==> src/rtl/y86_pkg.sv <==
// y86_pkg: shared ALU op codes, width and condition-code reset values
package y86_pkg;
  localparam int WIDTH = 64;
  typedef enum logic [1:0] {
    ALU_ADD = 2'b00,
    ALU_SUB = 2'b01,
    ALU_AND = 2'b10,
    ALU_XOR = 2'b11
  } alu_op_e;
  localparam logic CC_ZF_RST = 1'b1;
  localparam logic CC_SF_RST = 1'b0;
  localparam logic CC_OF_RST = 1'b0;
endpackage

==> src/rtl/y86_alu_if.sv <==
// y86_alu_if: operand/result and condition-code bundle between execute stage and ALU
interface y86_alu_if import y86_pkg::*; #(parameter int WIDTH = y86_pkg::WIDTH);
  logic [1:0] operation;
  logic [WIDTH-1:0] a;
  logic [WIDTH-1:0] b;
  logic cc_en;
  logic [WIDTH-1:0] out;
  logic flag;
  logic zf;
  logic sf;
  logic of;
  modport master (output operation, a, b, cc_en, input out, flag, zf, sf, of);
  modport slave (input operation, a, b, cc_en, output out, flag, zf, sf, of);
endinterface

==> src/rtl/y86_addsub.sv <==
// y86_addsub: shared adder/subtractor with signed-overflow detection
module y86_addsub #(parameter int WIDTH = 64) (
  input  logic [WIDTH-1:0] a,
  input  logic [WIDTH-1:0] b,
  input  logic             sub,
  output logic [WIDTH-1:0] sum,
  output logic             ovf
);
  logic [WIDTH-1:0] bx;
  assign bx  = b ^ {WIDTH{sub}};
  assign sum = a + bx + {{(WIDTH-1){1'b0}}, sub};
  // overflow when both addends share a sign the result does not
  assign ovf = (a[WIDTH-1] == bx[WIDTH-1]) && (sum[WIDTH-1] != a[WIDTH-1]);
endmodule

==> src/rtl/y86_alu.sv <==
// y86_alu: combinational add/sub/and/xor datapath plus the ZF/SF/OF condition-code register
module y86_alu import y86_pkg::*; #(parameter int WIDTH = y86_pkg::WIDTH) (
  input logic clk,
  input logic rst_n,
  y86_alu_if.slave bus
);
  logic [WIDTH-1:0] sum;
  logic ovf;
  y86_addsub #(.WIDTH(WIDTH)) u_addsub (
    .a  (bus.a),
    .b  (bus.b),
    .sub(bus.operation == ALU_SUB),
    .sum(sum),
    .ovf(ovf)
  );
  assign bus.out  = bus.operation == ALU_AND ? bus.a & bus.b :
                    bus.operation == ALU_XOR ? bus.a ^ bus.b : sum;
  assign bus.flag = bus.operation[1] ? 1'b0 : ovf;
  always_ff @(posedge clk) begin
    if (!rst_n) begin
      bus.zf <= CC_ZF_RST;
      bus.sf <= CC_SF_RST;
      bus.of <= CC_OF_RST;
    end else if (bus.cc_en) begin
      bus.zf <= bus.out == '0;
      bus.sf <= bus.out[WIDTH-1];
      bus.of <= bus.flag;
    end
  end
endmodule

==> src/flat_wrapper.sv <==
// flat-port wrapper written by rule: the top's interface ports become plain ports
module y86_alu_flat import y86_pkg::*;
#(parameter int WIDTH = y86_pkg::WIDTH)
  (clk, rst_n, bus_operation, bus_a, bus_b, bus_cc_en, bus_out, bus_flag, bus_zf, bus_sf, bus_of);
  y86_alu_if #(.WIDTH(WIDTH)) bus_i ();
  input logic clk;
  input logic rst_n;
  input wire logic [$bits(bus_i.operation)-1:0] bus_operation;
  input wire logic [$bits(bus_i.a)-1:0] bus_a;
  input wire logic [$bits(bus_i.b)-1:0] bus_b;
  input wire logic [$bits(bus_i.cc_en)-1:0] bus_cc_en;
  output wire logic [$bits(bus_i.out)-1:0] bus_out;
  output wire logic [$bits(bus_i.flag)-1:0] bus_flag;
  output wire logic [$bits(bus_i.zf)-1:0] bus_zf;
  output wire logic [$bits(bus_i.sf)-1:0] bus_sf;
  output wire logic [$bits(bus_i.of)-1:0] bus_of;
  assign bus_i.operation = bus_operation;
  assign bus_i.a = bus_a;
  assign bus_i.b = bus_b;
  assign bus_i.cc_en = bus_cc_en;
  assign bus_out = bus_i.out;
  assign bus_flag = bus_i.flag;
  assign bus_zf = bus_i.zf;
  assign bus_sf = bus_i.sf;
  assign bus_of = bus_i.of;
  y86_alu #(.WIDTH(WIDTH)) u_core (.clk(clk), .rst_n(rst_n), .bus(bus_i));
endmodule
==> config.mk <==
export PLATFORM = sky130hd
export DESIGN_NAME = y86_alu_flat
export DESIGN_NICKNAME = d
export VERILOG_FILES = /design/src/rtl/y86_pkg.sv /design/src/rtl/y86_alu_if.sv /design/src/rtl/y86_addsub.sv /design/src/rtl/y86_alu.sv /design/src/flat_wrapper.sv
export SDC_FILE = /design/constraint.sdc
export NUM_CORES = 1
export LEC_CHECK = 0
export ABC_CLOCK_PERIOD_IN_PS = 24200
export BUFFER_PORTS_ARGS = -buffer_cell sky130_fd_sc_hd__buf_4
export CAP_MARGIN = 15
export CORE_MARGIN = 1.5
export CORE_UTILIZATION = 54
export DETAILED_ROUTE_END_ITERATION = 12
export PLACE_DENSITY = 0.87
export RECOVER_POWER = 25
export SYNTH_ARGS = -nofsm -noshare
export SYNTH_HDL_FRONTEND = slang
export SYNTH_SLANG_ARGS = --single-unit
==> constraint.sdc <==
create_clock -name clk -period 24.2 [get_ports clk]
set_input_delay 4.84 -clock clk [delete_from_list [all_inputs] [get_ports clk]]
set_output_delay 4.84 -clock clk [all_outputs]
set_load 0.02 [all_outputs]
==> results_dict.tcl, run 1 <==
set metrics [dict create \
    synth-edff-count 0 \
    die_y_um 122 \
    grt_use_total_pct 34.7 \
    fin_nets 1500 \
    cts_buffer_depth 2 \
    synth_fp_nets 1349 \
    grt_start_max_net_pins 82 \
    drt_iter0_markers 899 \
    final_cells 1413 \
    outcome "finished, violations left" \
    wirelength_um 27000 \
    top_usage_layer "met2" \
    detail_route.wl_per_cell_um 19.1 \
    hold_viol 0 \
    cp_max_fo 48 \
    drtAntennaViolNets 0 \
    io_buffers 200 \
    rsz0062_at_grt "no" \
    crit_path_max_incr_delay_ps 2040 \
    end_kind "output port" \
    firstDrtPassIters 5 \
    synth_seq_area_share_pct 0.783 \
    crit_top_cell "a21oi_1" \
    cts.sinks 3 \
    hp-class "reg -> reg" \
    synthCells 1083 \
    cp_top_family "buffers and inverters" \
    grt_pass1_wl_um 42100 \
    max-vdd-ir-drop_v 0.0000211 \
    critical_path_arrival_ps 13310 \
    finClkSkew_ps 0 \
    fmax_mhz 55.1 \
    gp_congestion 0.998 \
    dieArea_um2 14900 \
    worstHoldPathCells 2 \
    layout_min_cycle_time_ps 18150 \
    synth_top_family_by_area "compound AO/OA/AOI/OAI gates" \
    ys_ff_latch 3 \
    numCtsBuffers 3 \
    fp.dieW_um 122 \
    cts_root_buf "clkbuf_16" \
    multiInputGateArea_um2 7300 \
    initial_core_util_pct 55.2 \
    design.core.area_um2 13900 \
    dp_cells 1409 \
    cts_resized 0 \
    power.leakage_nw 4.09 \
    path_cells "clkbuf_1, inv_1, nand2_1, clkbuf_1, xnor2_1, ha_1, a21oi_1, o21ai_1, a41o_1, a211o_1, o21ai_1, a21oi_1, a21oi_1, o21ba_2, o21ai_0, xnor2_1, a21boi_0, inv_1, buf_4" \
    cts_tree "done" \
    synth_compound_area_share_pct 30.2 \
    cap_violations 4 \
    violations "capacitance limit, slew limit" \
    required_ps 19360 \
    hold-worst-slack_ps 540 \
    synth-simple-area-share_pct 23.8 \
    startpoint_type "primary input" \
    ctsHoldBuffers 0 \
    drive_gt1_share_pct 18.9 \
    grt_pass1_vias 8638 \
    slew_viol_final 197 \
    vias_per_cell 6.53 \
    syn_avg_cell_area_um2 7.08 \
    netlist_area_um2 7670 \
    use_met2_pct 58.9 \
    cts.reportedPaths.clkPinSlew_ps 30 \
    path_buf_inv 5 \
    synth_mux_area_share_pct 7.72 \
    period_share_pct 75.0 \
    clock_latency_ps 220 \
    top_level_ports 201 \
    p_per_area_nw_per_um2 41.3 \
    yosys.area_share.adder_pct 21.8 \
    rr_worst_depth 3 \
    max-slew-margin-rel_pct -118 \
    antennaDiodeCount 0 \
    tightest_slew_ps 3260 \
    synth-xor-area-share_pct 11.7 \
    async_flop_share_pct 0 \
    area_growth_pct 20.1 \
    synth.top_cell.area_share_pct 21.5 \
    final_util_pct 66.3 \
    postCtsSetupBuffers 0 \
    crit_cells 19 \
    yosysUniqueCellTypes 75 \
    antenna_found_initial 0 \
    final-seq-area_um2 60.1 \
    finalSetupViolCount 0 \
    rows 43 \
    htreeDepth 1 \
    vias 9229 \
    slowest_stage "clkbuf_1" \
    gr-total-overflow 0 \
    synth_top_area_cell "ha_1" \
    fill_cells 1234 \
    dp_hpwl_um 22000 \
    power.total_mw 0.380 \
    worst-setup-path-type "in -> out" \
    synthTopCellsByArea "ha_1, xnor2_1, a21oi_1" \
    yosys_warnings 0 \
    finalSetupTns_ps 0 \
    met3_usage_pct 2.20 \
    synth_top_flop_cell "dfxtp_1" \
    grt.met1_usage_pct 46.0 \
    drc 0 \
]
## through the flow
stage                     instance area (um^2)  setup WS (ps)
final                                     9210           6050
after global routing                      9210           5510
after CTS                                 9270           9500
after detailed placement                  9200           9520
after global placement                    9200           9580
after floorplan                           7670           9420
## flip-flops by register name (all words and copies together) (netlist names)
| signal | count |
|---|---|
| u_core.bus.of | 1 |
| u_core.bus.sf | 1 |
| u_core.bus.zf | 1 |
## cells in the mapped netlist (all sizes together), types with 6 or more instances
cell type    n
mux2        25
mux2i       31
a31oi        8
a21oi      105
a211o       11
nand4       27
xor2        20
a21o        25
nor3b        7
nor2b       16
a211oi      17
nand2b      21
or3          7
or4          6
clkbuf      39
o211ai      20
nor3        31
nor2        75
nor4        18
inv         20
buf         19
o21a        19
a21boi      11
nand2      107
o21ai       78
xnor2       82
ha         132
a311oi       6
nand3       10
and3         7
## tightest hold or removal path: stages (launching register included)
cell	delay, ps
dfxtp_1	310
mux2i_1	120
nor2b_1	60
## routing by layer
layer / routed length [um] / share of wire (%)
met1: 11400 / 42
met3: 2060 / 7.6
met5: 0 / 0
met2: 12400 / 46
met4: 1110 / 4.1
## area by class of cell
class | instances | area share (%)
Tap cell | 180 | 2.45
Sequential cell | 3 | 0.652
Inverter | 20 | 0.815
Multi-Input combinational cell | 1002 | 79.2
Timing Repair Buffer | 204 | 16.0
Clock buffer | 4 | 0.856
## cell usage in the layout (no fill, tap or decap), types with 15 or more instances in the layout
cell type	netlist	final
ha_1	132	132
inv_1	20	20
clkbuf_1	37	17
nor2_1	75	75
a211oi_1	15	15
o21ai_0	70	70
nor3_1	31	31
o21a_1	19	19
mux2i_1	31	31
o211ai_1	20	20
buf_4	0	188
nand2b_1	21	21
nand2_1	107	107
xor2_1	20	20
a21o_1	25	25
nor4_1	16	16
a21oi_1	104	104
xnor2_1	82	82
mux2_2	25	25
nor2b_1	16	16
nand4_1	25	25
## report_power, final
group	switching [mW]	internal (mW)
Clock	0.00478	0.0218
Combinational	0.209	0.138
Sequential	0.000216	0.00535
## cells by family after synthesis
family | after synthesis
AO/OA/AOI/OAI | 355
XOR/XNOR | 102
adder cells (fa/ha/maj) | 133
buffers and inverters | 78
flip-flops | 3
multiplexers | 56
AND/OR/NAND/NOR | 356
## final timing paths
kind | startpoint | to | slack (ps)
min | u_core.bus.of | u_core.bus.of | 540
max reg2reg | u_core.bus.zf | u_core.bus.zf | 23360
min reg2reg | u_core.bus.of | u_core.bus.of | 540
max | bus_operation[1] | bus_out[56] | 6050
Power figures use the tool's default switching activity.
==> run 2, diff against run 1 <==
--- a/config.mk
+++ b/config.mk
@@ -5,7 +5,7 @@
 export SDC_FILE = /design/constraint.sdc
 export NUM_CORES = 1
 export LEC_CHECK = 0
-export ABC_CLOCK_PERIOD_IN_PS = 24200
+export ABC_CLOCK_PERIOD_IN_PS = 16980
 export BUFFER_PORTS_ARGS = -buffer_cell sky130_fd_sc_hd__buf_4
 export CAP_MARGIN = 15
 export CORE_MARGIN = 1.5
==> constraint.sdc (replaced) <==
create_clock -name clk -period 16.98 [get_ports clk]
set_input_delay 3.396 -clock clk [delete_from_list [all_inputs] [get_ports clk]]
set_output_delay 3.396 -clock clk [all_outputs]
set_load 0.02 [all_outputs]
==> results_dict.tcl, run 2 (synthesized netlist as in run 1, its figures left out) <==
set metrics [dict create \
    outcome "finished, violations left" \
    violations "capacitance limit, slew limit" \
    fp.dieW_um 122 \
    antennaDiodeCount 0 \
    cts.sinks 3 \
    ctsHoldBuffers 0 \
    critical_path_arrival_ps 10550 \
    firstDrtPassIters 6 \
    antenna_found_initial 0 \
    wirelength_um 27100 \
    cp_top_family "buffers and inverters" \
    grt_pass1_vias 8571 \
    detail_route.wl_per_cell_um 19.2 \
    drc 0 \
    final_common_cell "buf_4" \
    drtAntennaViolNets 0 \
    hold_viol 0 \
    startpoint_type "primary input" \
    required_ps 13580 \
    top_level_ports 201 \
    path_cells "clkbuf_1, nand2_4, clkbuf_1, xnor2_1, ha_1, nand2_1, nor2_1, nand2_1, a2111oi_0, o21ai_1, a21oi_1, a21oi_1, o21ba_2, o21ai_0, xnor2_1, a21boi_0, inv_1, buf_4" \
    drive_gt1_share_pct 19.0 \
    final_area_um2 9200 \
    rsz0062_at_grt "no" \
    final_cells 1413 \
    place_worst_setup_slack_ps 5170 \
    power.leakage_nw 4.10 \
    die_y_um 122 \
    cts.reportedPaths.clkPinSlew_ps 30 \
    path_buf_inv 4 \
    layout_common_cells "buf_4, ha_1, nand2_1, a21oi_1, xnor2_1" \
    fmax_mhz 71.7 \
    period_share_pct 82.1 \
    cts_root_buf "clkbuf_16" \
    finalSetupViolCount 0 \
    hold-worst-slack_ps 524 \
    postCtsSetupBuffers 0 \
    htreeDepth 1 \
    layout_min_cycle_time_ps 13940 \
    dp_cells 1409 \
    cts_buffer_depth 2 \
    cts_tree "done" \
    power.total_mw 0.543 \
    crit_path_max_incr_delay_ps 2020 \
    finClkSkew_ps 0 \
    final_util_pct 66.3 \
    grt_start_max_net_pins 82 \
    dp_hpwl_um 22300 \
    p_per_area_nw_per_um2 59.0 \
    gp_congestion 1.00 \
    grt_use_total_pct 34.9 \
    initial_core_util_pct 55.2 \
    design.core.area_um2 13900 \
    numCtsBuffers 3 \
    gr-total-overflow 0 \
    fill_cells 1257 \
    area_growth_pct 20.0 \
    clock_latency_ps 220 \
    setup_slack_ps 3040 \
    max-vdd-ir-drop_v 0.0000289 \
    vias_per_cell 6.55 \
    final-seq-area_um2 60.1 \
    multiInputGateArea_um2 7290 \
    reg_top3 "u_core.bus.of: 1 flops, u_core.bus.sf: 1 flops, u_core.bus.zf: 1 flops" \
    cap_violations 3 \
    cp_max_fo 36 \
    slowest_stage "clkbuf_1" \
    finalSetupTns_ps 0 \
    dieArea_um2 14900 \
    hp-class "reg -> reg" \
    end_kind "output port" \
    io_buffers 200 \
    worst-setup-path-type "in -> out" \
    placed_area_um2 9200 \
    vias 9260 \
    fin_nets 1500 \
    slew_viol_final 133 \
    grt_pass1_wl_um 42300 \
    max-slew-margin-rel_pct -118 \
    tightest_slew_ps 3280 \
    rows 43 \
    cts_resized 0 \
    drt_iter0_markers 969 \
]
-- run 2: metal layers --
metal | GRT usage, % | vias to the layer above | part of all wire (%)
li1 | - | 4403 | -
met1 | 45.8 | 4311 | 42
met2 | 59.3 | 459 | 46
met3 | 2.90 | 87 | 7.9
met4 | 13.3 | 0 | 4.3
met5 | 0 | - | 0
-- run 2: path summary, 6_finish.rpt --
check | start | endpoint | slack, ps | depth (start not counted)
max | bus_operation[0] | bus_out[56] | 3040 | 18
min | u_core.bus.of | u_core.bus.of | 520 | 2
max reg2reg | u_core.bus.zf | u_core.bus.zf | 16150 | 3
min reg2reg | u_core.bus.of | u_core.bus.of | 520 | 2
-- run 2: cell type report --
class                           instances  share of cell area, %
Timing Repair Buffer                  204                   16.0
Inverter                               20                  0.816
Tap cell                              180                   2.45
Multi-Input combinational cell       1002                   79.2
Clock buffer                            4                  0.857
Sequential cell                         3                  0.653
-- run 2: report_power, final --
| group | leakage (nW) | switching (mW) | internal (mW) | total (mW) |
|---|---|---|---|---|
| clock network | 0.0382 | 0.00661 | 0.0310 | 0.0376 |
| registers | 0.0247 | 0.000299 | 0.00763 | 0.00793 |
| logic | 4.03 | 0.300 | 0.198 | 0.497 |
| total | 4.10 | 0.306 | 0.236 | 0.543 |
-- run 2: worst register-to-register path, cell delays in order, from the launching register on --
cell and delay (ps):
dfxtp_1 320, inv_1 40, o21ai_0 250, a41o_1 150
